===== src/rtl/instr_fetch_unit.sv =====
// Fetch/decode front end: PC, 256x32 imem interface, field split, jump/branch/halt control.
// Define FETCH_ILLEGAL_TRAP_EN to halt with illegal=1 on opcode 8'h0e or 8'h10-8'hff.
module instr_fetch_unit #(
  parameter logic [7:0]  RESET_PC    = 8'h00,
  parameter int unsigned INSTR_WIDTH = 32
) (
  input  logic                   Clk,
  input  logic                   Reset,
  output logic                   imem_rdEn,
  output logic [7:0]             imem_addr,
  input  logic [INSTR_WIDTH-1:0] imem_data,
  output logic                   dec_valid,
  input  logic                   dec_ready,
  output logic [7:0]             dec_op,
  output logic [7:0]             dec_dest,
  output logic [7:0]             dec_src1,
  output logic [7:0]             dec_src2,
  output logic [7:0]             dec_pc,
  input  logic                   br_valid,
  input  logic                   br_taken,
  output logic                   halted,
  output logic                   illegal
);

  typedef enum logic [2:0] {FETCH, LOAD, PRESENT, BR_WAIT, HALT} state_t;

  state_t     state_q, state_d;
  logic [7:0] pc_q, pc_d;
  logic [7:0] addr_q;
  logic       rd_q;
  logic [7:0] op_q, dest_q, src1_q, src2_q, dpc_q;
  logic       op_jmp, op_br, op_halt;
`ifdef FETCH_ILLEGAL_TRAP_EN
  logic       op_bad;
  logic       ill_q, ill_d;
`endif

  always_comb begin
    op_jmp  = (op_q == 8'h08);
    op_br   = (op_q >= 8'h09) && (op_q <= 8'h0b);
    op_halt = (op_q == 8'h0f);
`ifdef FETCH_ILLEGAL_TRAP_EN
    op_bad  = (op_q == 8'h0e) || (op_q >= 8'h10);
`endif
  end

  always_ff @(posedge Clk or posedge Reset) begin
    if (Reset) state_q <= FETCH;
    else       state_q <= state_d;
  end

  // FETCH only advances once a read has actually been issued, so the
  // reset-time FETCH (read enable still low) lasts one extra cycle.
  always_comb begin
    state_d = state_q;
    pc_d    = pc_q;
`ifdef FETCH_ILLEGAL_TRAP_EN
    ill_d   = ill_q;
`endif
    unique case (state_q)
      FETCH:   if (rd_q) state_d = LOAD;
      LOAD:    state_d = PRESENT;
      PRESENT: begin
        if (dec_ready) begin
          if (op_jmp) begin
            pc_d    = dest_q;
            state_d = FETCH;
          end else if (op_br) begin
            state_d = BR_WAIT;
          end else if (op_halt) begin
            state_d = HALT;
`ifdef FETCH_ILLEGAL_TRAP_EN
          end else if (op_bad) begin
            state_d = HALT;
            ill_d   = 1'b1;
`endif
          end else begin
            pc_d    = pc_q + 8'd1;
            state_d = FETCH;
          end
        end
      end
      BR_WAIT: begin
        if (br_valid) begin
          pc_d    = br_taken ? dest_q : pc_q + 8'd1;
          state_d = FETCH;
        end
      end
      HALT:    state_d = HALT;
      default: state_d = FETCH;
    endcase
  end

  always_ff @(posedge Clk or posedge Reset) begin
    if (Reset) begin
      pc_q   <= RESET_PC;
      addr_q <= RESET_PC;
      rd_q   <= 1'b0;
      op_q   <= '0;
      dest_q <= '0;
      src1_q <= '0;
      src2_q <= '0;
      dpc_q  <= '0;
`ifdef FETCH_ILLEGAL_TRAP_EN
      ill_q  <= 1'b0;
`endif
    end else begin
      pc_q <= pc_d;
      rd_q <= (state_d == FETCH);
      if (state_d != HALT) addr_q <= pc_d;
      if (state_q == LOAD) begin
        op_q   <= imem_data[31:24];
        dest_q <= imem_data[23:16];
        src1_q <= imem_data[15:8];
        src2_q <= imem_data[7:0];
        dpc_q  <= pc_q;
      end
`ifdef FETCH_ILLEGAL_TRAP_EN
      ill_q <= ill_d;
`endif
    end
  end

  always_comb begin
    imem_rdEn = rd_q;
    imem_addr = addr_q;
    dec_valid = (state_q == PRESENT);
    halted    = (state_q == HALT);
    dec_op    = op_q;
    dec_dest  = dest_q;
    dec_src1  = src1_q;
    dec_src2  = src2_q;
    dec_pc    = dpc_q;
`ifdef FETCH_ILLEGAL_TRAP_EN
    illegal   = ill_q;
`else
    illegal   = 1'b0;
`endif
  end

endmodule


===== config.mk =====
export PLATFORM = sky130hd
export DESIGN_NAME = instr_fetch_unit
export DESIGN_NICKNAME = d
export VERILOG_FILES = /design/src/rtl/instr_fetch_unit.sv
export SDC_FILE = /design/constraint.sdc
export NUM_CORES = 1
export LEC_CHECK = 0
export BUFFER_PORTS_ARGS = -buffer_cell sky130_fd_sc_hd__buf_2
export CORE_MARGIN = 10
export CORE_UTILIZATION = 35
export DETAILED_ROUTE_END_ITERATION = 7
export SETUP_SLACK_MARGIN = 0.5
export SLEW_MARGIN = 20
export SYNTH_ARGS = -nofsm -noshare
export SYNTH_HDL_FRONTEND = slang
export SYNTH_SLANG_ARGS = --single-unit

===== constraint.sdc =====
create_clock -name Clk -period 2.4 [get_ports Clk]
set_clock_uncertainty 0.1 [all_clocks]
set_input_delay 0.48 -clock Clk [delete_from_list [all_inputs] [get_ports Clk]]
set_output_delay 0.48 -clock Clk [all_outputs]
set_load 0.005 [all_outputs]

Word-level counts from Yosys, hierarchy flattened
Cells that the tools add are included.
Widths: inputs -> output; s select.
{ "totals": {"mem_bits_rw": 0, "wordCells": 36, "out_inout_bits": 52, "romBits": 0, "mem_count": 0, "input_bits": 37, "latchBits": 0, "ff_bits": 60} }
{ "op_classes": {"n_mul": 0, "div_mod_pow": 0, "n_lt_le_gt_ge": 2, "shift": 0, "bitwise_logic": 0, "reduce_logical": 3, "n_mux": 14, "add_sub_neg": 1, "n_eq_ne": 7} }
{ "ops": {"columns": ["cell", "count"], "rows": [
  ["$mux 8", 6],
  ["$mux 3", 6],
  ["$eq 8x4->1 const B", 2],
  ["$pmux 8 s2", 1],
  ["$pmux 3 s5", 1],
  ["$add 8x1->8 const B", 1],
  ["$ge 8x4->1 const B", 1],
  ["$le 8x4->1 const B", 1],
  ["$eq 3x2->1 const B", 2],
  ["$logic_not 3->1", 2],
  ["$eq 3x1->1 const B", 1],
  ["$eq 3x3->1 const B", 1],
  ["$ne 3x3->1 const B", 1],
  ["$logic_and 1x1->1", 1]
]} }

Longest topological paths before layout
Gate-level depths: netlist (run 1).
{ "depth": {"depth_word": 7, "depth_mapped": 8, "ltp_nobuf": 7} }

Worst setup path before layout (run 1)
Ideal clock, no wire load.
{ "synth_timing": {"path_kind": "flip-flop to flip-flop", "startpoint": "reg op_q[4] (netlist: dec_op[4])", "endpoint": "reg addr_q[2] (netlist: imem_addr[2])", "setup_time_ns": 0.125, "setup_slack_ns": 0.280, "n_path_buf": 0, "arrival_time_ns": 1.895, "synth_period_minus_slack_ns": 2.120, "path_stages_with_launch": 6, "cell_sequence": "dfrtp_1 -> or3_4 -> a211o_4 -> a22o_1 -> a211o_1 -> mux2_4"} }
{ "synth_via": {"word_cells_on_any_way": 16} }
{ "synth_rtl": {"columns": ["element", "line_no", "source"], "rows": [
  ["start: declaration", "31", "logic [7:0] op_q, dest_q, src1_q, src2_q, dpc_q;"],
  ["start signal: assignment", "112", "op_q <= imem_data[31:24];"],
  ["$ge 8x4->1 (tied with other cells)", "40", "op_br = (op_q >= 8'h09) && (op_q <= 8'h0b);"],
  ["$logic_and 1x1->1 or $mux 8 (tied branches)", "40, 70", null],
  ["$mux 8", "68", "end else if (op_br) begin"],
  ["$mux 8 (*)", "65", "if (op_jmp) begin"],
  ["$mux 8 (*)", "64", "if (dec_ready) begin"],
  ["$pmux 8 s2 (*)", "60", "unique case (state_q)"],
  ["net pc_d[2]", "28", "logic [7:0] pc_q, pc_d;"],
  ["end signal: assignment", "110", "if (state_d != HALT) addr_q <= pc_d;"],
  ["end: declaration", "29", "logic [7:0] addr_q;"]
]} }
Mark *: on every way through the listed nets, which the timed path passes. The rest lies on a longest branch.
A chain may end at the register's enable or synchronous reset.

Worst setup path in the final report (run 1)
Ends and elaborated chain as after synthesis.

==> results.sh, run 1 <==
export IMPL_rsz0062_at_grt="yes"
export IMPL_area_delta_synth_final_pct=44.1
export IMPL_peakVddDrop_v=0.000679
export IMPL_switching_power_w=0.00234
export IMPL_whs_ns=0.0638
export IMPL_reg2reg_from="dec_op[4]"
export IMPL_hold_viol_final=0
export IMPL_wire_per_inst_um=19.0
export IMPL_slew_viol_final=0
export IMPL_utilization=0.518
export IMPL_start_util=0.360
export IMPL_p_leak_nw=2.00
export IMPL_setup_worst_path_end_class="flop"
export IMPL_arrival_ns=2.21
export IMPL_hold_path_class="input pin to asynchronous set/reset pin"
export IMPL_async_flop_share=1.00
export IMPL_row_count=34
export IMPL_ios=89
export IMPL_yosys_area_top_type="dfrtp_1"
export IMPL_clk_pin_slew_ns=0.07
export IMPL_synth_compound_area_frac=0.160
export IMPL_seq_power_share=0.329
export IMPL_h_tree_depth=3
export IMPL_antenna_found_initial=0
export IMPL_synth_simple_area_share=0.149
export IMPL_synthAdderAreaFrac=0.00718
export IMPL_cp_top_family="compound AO/OA/AOI/OAI gates"
export IMPL_cts_buffer_depth=2
export IMPL_drc=0
export IMPL_setup_viol_count_final=0
export IMPL_synth_edf_count=0
export IMPL_switching_share=0.376
export IMPL_syn_area_mm2=0.00314
export IMPL_synth_top_family_by_area="compound AO/OA/AOI/OAI gates"
export IMPL_fin_ws_ns=0.319
export IMPL_cts_sinks=60
export IMPL_synthFlopType="dfrtp_1"
export IMPL_period_share=0.867
export IMPL_ys_seq_area_frac=0.479
export IMPL_root_buffer="clkbuf_8"
export IMPL_dpl_cell_area_mm2=0.00378
export IMPL_routed_via_density=5.44
export IMPL_die_area_mm2=0.0131
export IMPL_outcome="finished, final reports clean"
export IMPL_p_int_w=0.00389
export IMPL_hpwlAfterDp_um=7060
export IMPL_detail_route_antenna_nets=0
export IMPL_fin_area_mm2=0.00452
export IMPL_critPathMaxFanout=4
export IMPL_worst_path_largest_cell_delay_ns=0.43
export IMPL_synthTopCellsByArea="dfrtp_1 (48%), mux2_2 (14%), nor2_1 (2.3%)"
export IMPL_numCtsBuffers=9
export IMPL_setup_tns_final_ns=0
export IMPL_max_cap_violations=0
export IMPL_worstRegToRegCells=5
export IMPL_muxShareOfSynthArea=0.155
export IMPL_place_gp_congestion=0.846
export IMPL_grt_start_max_net_pins=41
export IMPL_n_antenna_cell=0
export IMPL_ff2ff_setup_slack_ns=0.32
export IMPL_clk_latency_ns=0.34
export IMPL_min_period_ns=2.08
export IMPL_r2r_end="imem_addr[2]"
export IMPL_drive_gt1_frac=0.572
export IMPL_coreArea_mm2=0.00872
export IMPL_synth_nets=331
export IMPL_fp_dieH_um=115
export IMPL_avgSynthCellArea_um2=10.7
export IMPL_grt_pass1_wl_um=15300
export IMPL_wirelength_um=10100
export IMPL_post_place_ws_ns=0.249
export IMPL_nets=454
export IMPL_syn_instance_count=293
export IMPL_cp_start_kind="flop"
export IMPL_synth_xor_area_frac=0.0112
export IMPL_slowest_stage="dfrtp_2"
export IMPL_grt_total_usage=0.146
export IMPL_die_w_um=115
export IMPL_port_buffers=87
export IMPL_synth_warnings=0
export IMPL_synth_cell_types=62
export IMPL_drt_iter0_drc=265
export IMPL_drtPass1Iterations=5
export IMPL_grt_pass1_vias=2855
export IMPL_crit_type="flop to flop"
export IMPL_cp_required_ns=2.53
export IMPL_netlist_area_leader_share=0.479
export IMPL_vias=2880
export IMPL_final_common_cell="buf_2"
export IMPL_final_cell_mix="buf_2 (86), dfrtp_1 (51), mux2_2 (40)"
export IMPL_overflow=0
export IMPL_powerDensity_mw_per_mm2=1380
export IMPL_combinationalPowerShare=0.487
export IMPL_crit_buf_inv=0
export IMPL_cts_tree="done"
export IMPL_fmaxAchievable_mhz=481
export IMPL_path_cells="or3_4 > a211o_4 > a22o_1 > a211o_1 > mux2_4"
export IMPL_pwr_share_clk=0.184
export IMPL_fillers=777
export IMPL_ys_seq_elements=60
Yosys cell counts, drive strengths merged, types with 6 or more instances:
cell type  number
inv             7
dfrtp          60
mux2           41
nand2b          7
buf             6
a31oi          10
a21oi          13
nand3           7
and3            8
o21ai          14
clkbuf         13
o211ai          6
nand2          15
nor2           19
power by group through the flow:
stage | Clock (W) | Sequential [W] | Combinational [W]
after floorplan | 0 | 0.00187 | 0.00152
after global placement | 0 | 0.00202 | 0.00235
after detailed placement | 0 | 0.00204 | 0.00236
after CTS | 0.00117 | 0.00204 | 0.00259
after global routing | 0.00121 | 0.00214 | 0.00331
final | 0.00114 | 0.00205 | 0.00303
worst max path at each step:
| stage | startpoint | depth (start not counted) | to | slack (ns) |
|---|---|---|---|---|
| final | dec_op[4] | 5 | imem_addr[2] | 0.32 |
| after global routing | dec_op[4] | 6 | imem_rdEn | 0.28 |
| after CTS | dec_op[4] | 5 | imem_addr[2] | 0.34 |
| after detailed placement | pc_q[1] | 6 | imem_addr[2] | 0.25 |
| after global placement | pc_q[1] | 6 | imem_addr[2] | 0.29 |
| after floorplan | pc_q[0] | 6 | imem_addr[2] | 0.34 |
area by class of cell:
class / instances / area, µm² / share of cell area
multi-input cells: 206 / 1770 / 0.391
flip-flops and latches: 60 / 1510 / 0.335
repair buffers: 131 / 817 / 0.181
clock buffers: 10 / 138 / 0.0305
well taps: 108 / 135 / 0.0299
clock inverters: 6 / 111 / 0.0246
inverters: 8 / 36.3 / 0.00803
flip-flops by register name (all words and copies together), names as in the netlist:
name / count
dec_op: 8
imem_addr: 8
dec_src1: 8
pc_q: 8
state_q: 3
dec_pc: 8
dec_dest: 8
imem_rdEn: 1
dec_src2: 8
through the flow:
| step | std cells | power, W |
|---|---|---|
| 2_1_floorplan | 293 | 0.00339 |
| 3_3_place_gp | 485 | 0.00437 |
| 3_5_place_dp | 485 | 0.00440 |
| 4_1_cts | 507 | 0.00579 |
| 5_1_grt | 529 | 0.00666 |
| 6_report | 529 | 0.00623 |
metal layers:
layer / share of wire / GRT usage / up-vias / routed length, µm
met5: 0 / 0 / - / 0
met4: 0.019 / 0.0501 / 0 / 193
met3: 0.074 / 0.0503 / 18 / 740
met2: 0.47 / 0.219 / 127 / 4720
met1: 0.44 / 0.191 / 1398 / 4410
li1: - / - / 1337 / -
repair_timing:
| item | in CTS | in global routing |
|---|---|---|
| setup endpoints to repair | 55 | 41 |
| resized for setup | 22 | 38 |
| hold buffers | 0 | 0 |
| buffers inserted | 6 | 22 |
| pin swaps | 7 | 15 |
cell families after synthesis:
logic type,Yosys count
xor gates and xnor gates,4
muxes,43
AOI/OAI and AO/OA,72
other,1
buffers and inverters,27
adders and majority gates,2
DFF,60
and+or+nand+nor,84
No activity file was read; power rests on OpenSTA's default activity.
==> run 2, diff against run 1 <==
==> constraint.sdc (replaced) <==
create_clock -name Clk -period 2.1 [get_ports Clk]
set_clock_uncertainty 0.1 [all_clocks]
set_input_delay 0.42 -clock Clk [delete_from_list [all_inputs] [get_ports Clk]]
set_output_delay 0.42 -clock Clk [all_outputs]
set_load 0.005 [all_outputs]
==> results.sh, run 2 (synthesis gave the netlist of run 1 again) <==
export IMPL_hpwlAfterDp_um=7080
export IMPL_final_cell_mix="buf_2 (84), dfrtp_1 (52), buf_4 (45)"
export IMPL_grt_pass1_vias=3219
export IMPL_setup_tns_final_ns=0
export IMPL_nets=482
export IMPL_detail_route_antenna_nets=0
export IMPL_final_common_cell="buf_2"
export IMPL_clk_pin_slew_ns=0.07
export IMPL_drt_iter0_drc=209
export IMPL_rsz0062_at_grt="yes"
export IMPL_max_slew_margin=0.658
export IMPL_max_cap_violations=0
export IMPL_antenna_found_initial=0
export IMPL_post_place_ws_ns=0.0284
export IMPL_cp_required_ns=2.23
export IMPL_tightestPinTransition_ns=0.514
export IMPL_row_count=34
export IMPL_setup_viol_count_final=0
export IMPL_slew_viol_final=0
export IMPL_wire_per_inst_um=20.9
export IMPL_hold_viol_final=0
export IMPL_dpl_cell_area_mm2=0.00391
export IMPL_root_buffer="clkbuf_8"
export IMPL_fin_area_mm2=0.00508
export IMPL_grt_start_max_net_pins=41
export IMPL_cts_buffer_depth=2
export IMPL_fmaxAchievable_mhz=484
export IMPL_overflow=0
export IMPL_coreArea_mm2=0.00872
export IMPL_numCtsBuffers=9
export IMPL_n_antenna_cell=0
export IMPL_min_period_ns=2.06
export IMPL_grt_pass1_wl_um=17600
export IMPL_place_gp_congestion=0.921
export IMPL_outcome="finished, final reports clean"
export IMPL_routed_via_density=5.58
export IMPL_hold_buffers=0
export IMPL_cts_sinks=60
export IMPL_period_share=0.983
export IMPL_start_util=0.360
export IMPL_cp_start_kind="flop"
export IMPL_fp_dieH_um=115
export IMPL_die_w_um=115
export IMPL_fin_ws_ns=0.0353
export IMPL_cts_tree="done"
export IMPL_hold_path_class="input pin to asynchronous set/reset pin"
export IMPL_critPathMaxFanout=2
export IMPL_utilization=0.583
export IMPL_vias=3108
export IMPL_powerDensity_mw_per_mm2=1600
export IMPL_clk_latency_ns=0.34
export IMPL_drtPass1Iterations=5
export IMPL_wirelength_um=11700
export IMPL_drc=0
export IMPL_port_buffers=87
export IMPL_crit_type="flop to flop"
export IMPL_grt_total_usage=0.170
export IMPL_area_delta_synth_final_pct=62.2
export IMPL_p_leak_nw=2.33
export IMPL_peakVddDrop_v=0.000881
export IMPL_drive_gt1_frac=0.608
export IMPL_setup_worst_path_end_class="flop"
export IMPL_arrival_ns=2.20
export IMPL_die_area_mm2=0.0131
export IMPL_whs_ns=0.0157
export IMPL_ios=89
export IMPL_h_tree_depth=3
[run 2: final timing paths]
kind                            cells past startpoint           from           end  slack, ns
worst max-delay path                                6        pc_q[0]  imem_addr[2]       0.04
worst min-delay path                                3          Reset   dec_src1[7]       0.02
worst max register to register                      6        pc_q[0]  imem_addr[2]       0.04
worst min register to register                      1    dec_src1[5]   dec_src1[5]       0.41
max in group asynchronous                           3          Reset    state_q[2]       1.38
min in group Clk                                    3  imem_data[26]     dec_op[2]       0.19
[run 2: routing by layer]
layer | GRT usage | part of all wire | vias to the layer above
met5 | 0 | 0 | -
met4 | 0.0718 | 0.033 | 0
met3 | 0.0603 | 0.072 | 33
met2 | 0.257 | 0.47 | 140
met1 | 0.214 | 0.43 | 1538
li1 | - | - | 1397
[run 2: layout make-up]
cell class	instances	area (µm²)
Sequential cell	60	1510
Timing Repair Buffer	159	1240
Inverter	8	38.8
Clock inverter	6	65.1
Tap cell	108	135
Multi-Input combinational cell	206	1970
Clock buffer	10	128
Fill cell	713	3640
[run 2: critical path, cell delays in order (launching register included)]
cell,delay (ns)
dfrtp_2,0.43
ha_4,0.17
and2b_1,0.17
mux2_2,0.27
a221o_1,0.30
a211o_1,0.25
mux2_4,0.26
[run 2: per-stage QoR]
stage / std cells / power (W)
6_report: 557 / 0.00814
5_1_grt: 557 / 0.00862
4_1_cts: 544 / 0.00744
3_5_place_dp: 500 / 0.00523
3_3_place_gp: 500 / 0.00517
2_1_floorplan: 293 / 0.00398
[run 2: what timing repair did]
item,4_1_cts,5_1_grt
buffers inserted,21,13
resized for setup,75,54
pin swaps,13,17
endpoints found under the setup margin,60,61
cloned,7,0
[run 2: power breakdown]
part	switching, W	leakage (nW)	total [W]	internal (W)
registers	0.000515	0.711	0.00226	0.00174
clock network	0.000490	0.0962	0.00104	0.000548
logic	0.00212	1.52	0.00484	0.00273
==> run 3, diff against run 2 <==
--- a/config.mk
+++ b/config.mk
@@ -5,11 +5,11 @@
 export SDC_FILE = /design/constraint.sdc
 export NUM_CORES = 1
 export LEC_CHECK = 0
-export BUFFER_PORTS_ARGS = -buffer_cell sky130_fd_sc_hd__buf_2
 export CORE_MARGIN = 10
 export CORE_UTILIZATION = 35
 export DETAILED_ROUTE_END_ITERATION = 7
-export SETUP_SLACK_MARGIN = 0.5
+export DONT_BUFFER_PORTS = 1
+export SETUP_SLACK_MARGIN = 0.05
 export SLEW_MARGIN = 20
 export SYNTH_ARGS = -nofsm -noshare
 export SYNTH_HDL_FRONTEND = slang
==> results.sh, run 3 (synthesis gave the netlist of run 1 again) <==
export IMPL_min_path_cells=1
export IMPL_hold_path_class="input pin to flop"
export IMPL_min_period_ns=2.04
export IMPL_met3_length_um=1010
export IMPL_outcome="finished, final reports clean"
export IMPL_hold_viol_final=0
export IMPL_setup_viol_count_final=0
export IMPL_rsz0062_at_grt="yes"
export IMPL_multiInputGateArea_mm2=0.00157
export IMPL_die_area_mm2=0.0131
export IMPL_hp_start="br_valid"
export IMPL_switching_share=0.394
export IMPL_drc=0
export IMPL_crit_type="flop to flop"
export IMPL_peakVddDrop_v=0.000660
export IMPL_drtPass1Iterations=4
export IMPL_antenna_found_initial=0
export IMPL_drt_iter0_drc=161
export IMPL_final_cells=436
export IMPL_area_delta_synth_final_pct=19.6
export IMPL_n_antenna_cell=0
export IMPL_wl_met1_um=3790
export IMPL_dpl_cell_area_mm2=0.00351
export IMPL_slew_viol_final=0
export IMPL_switching_power_w=0.00231
export IMPL_cts_buffer_depth=2
export IMPL_dr_wl_met2_um=4160
export IMPL_post_place_ws_ns=0.0703
export IMPL_cts_sinks=60
export IMPL_post_place_cells=418
export IMPL_fin_ws_ns=0.0591
export IMPL_critPathMaxFanout=7
export IMPL_hpwlAfterDp_um=6550
export IMPL_seq_power_share=0.397
export IMPL_fp_dieH_um=115
export IMPL_clk_latency_ns=0.34
export IMPL_register_area_mm2=0.00150
export IMPL_powerDensity_mw_per_mm2=1570
export IMPL_period_share=0.972
export IMPL_numCtsBuffers=9
export IMPL_r2r_end="imem_addr[2]"
export IMPL_cts_tree="done"
export IMPL_p_int_w=0.00356
export IMPL_fmaxAchievable_mhz=490
export IMPL_fillers=832
export IMPL_p_leak_nw=1.56
export IMPL_port_buffers=0
export IMPL_row_count=34
export IMPL_setup_worst_path_end_class="flop"
export IMPL_cp_required_ns=2.22
export IMPL_combinationalPowerShare=0.441
export IMPL_final_common_cell="dfrtp_1"
export IMPL_final_cell_mix="dfrtp_1 (59), mux2_2 (40), buf_4 (35)"
export IMPL_overflow=0
export IMPL_place_gp_congestion=0.861
export IMPL_cp_start_kind="flop"
export IMPL_drive_gt1_frac=0.348
export IMPL_coreArea_mm2=0.00872
export IMPL_grt_total_usage=0.138
export IMPL_arrival_ns=2.16
export IMPL_root_buffer="clkbuf_8"
export IMPL_routed_via_density=5.63
export IMPL_grt_pass1_wl_um=14300
export IMPL_ios=89
export IMPL_worstRegToRegCells=5
export IMPL_start_util=0.360
export IMPL_grt_pass1_vias=2542
export IMPL_fin_area_mm2=0.00375
export IMPL_grt_start_max_net_pins=61
export IMPL_wire_per_inst_um=20.8
export IMPL_ff2ff_setup_slack_ns=0.06
export IMPL_holdPathEnd="state_q[1]"
export IMPL_max_cap_violations=0
export IMPL_reg2reg_from="dec_op[7]"
export IMPL_detail_route_antenna_nets=0
export IMPL_wirelength_um=9070
export IMPL_h_tree_depth=3
export IMPL_pwr_share_clk=0.163
export IMPL_vias=2453
export IMPL_utilization=0.430
export IMPL_highest_layer="met4"
export IMPL_nets=362
export IMPL_die_w_um=115
export IMPL_clk_pin_slew_ns=0.07
==> run 3: cell types whose count changed in the layout (fill, tap and decap cells not counted), sizes merged <==
| cell | previous run | this run |
|---|---|---|
| buf | 159 | 38 |
| clkinv | 5 | 3 |
| bufinv | 1 | 0 |
| clkbuf | 10 | 11 |
| dlygate4sd3 | 0 | 1 |
| inv | 6 | 7 |
==> run 3: metrics by stage <==
stage                     hold slack, ns  total power [W]  setup TNS, ns
after floorplan                    0.405          0.00389              0
final                             0.0977          0.00587              0
after CTS                         0.0890          0.00587              0
after global routing              0.0871          0.00633       -0.00225
after global placement             0.295          0.00483              0
after detailed placement           0.301          0.00487              0
==> run 3: cell type report <==
cell class,instances,area share
timing repair buffer,39,0.0888
tap,108,0.0360
clock buffer,11,0.0404
multi-input combinational,206,0.419
sequential,60,0.401
inverter,8,0.00834
clock inverter,4,0.00668
==> run 3: per-layer routing <==
layer	up-vias	track usage
met2	100	0.214
met1	1201	0.164
li1	1144	-
met3	8	0.0645
met5	-	0
met4	0	0.0459
==> run 3: worst max path at each step <==
stage / startpoint / endpoint / slack, ns / cells past startpoint
final: dec_op[7] / imem_addr[2] / 0.06 / 5
after global routing: dec_op[7] / imem_addr[2] / -0.002 / 5
after floorplan: pc_q[0] / imem_addr[2] / 0.05 / 6
after detailed placement: dec_op[7] / imem_addr[2] / 0.07 / 5
after CTS: dec_op[7] / imem_addr[2] / 0.07 / 5
after global placement: dec_op[7] / imem_addr[2] / 0.08 / 5
==> run 3: repair_timing <==
action / CTS / global route
buffers inserted: 0 / 2
pin swaps: 0 / 2
hold endpoints to repair: 60 / 0
endpoints found under the setup margin: 1 / 8
gates resized for setup: 3 / 7
hold buffers: 1 / 0
==> run 3: power groups by stage <==
stage / logic [W] / registers, W / clock network (W)
after floorplan: 0.00174 / 0.00215 / 0
after detailed placement: 0.00250 / 0.00237 / 0
after CTS: 0.00252 / 0.00236 / 0.000985
final: 0.00259 / 0.00233 / 0.000954
after global routing: 0.00284 / 0.00245 / 0.00104
after global placement: 0.00247 / 0.00236 / 0
==> run 3: worst max-delay path, cell delays in order, from the launching register on <==
cell	delay, ns
dfrtp_1	0.37
or3_4	0.39
a211o_4	0.33
a22o_1	0.22
a211o_1	0.26
mux2_4	0.25
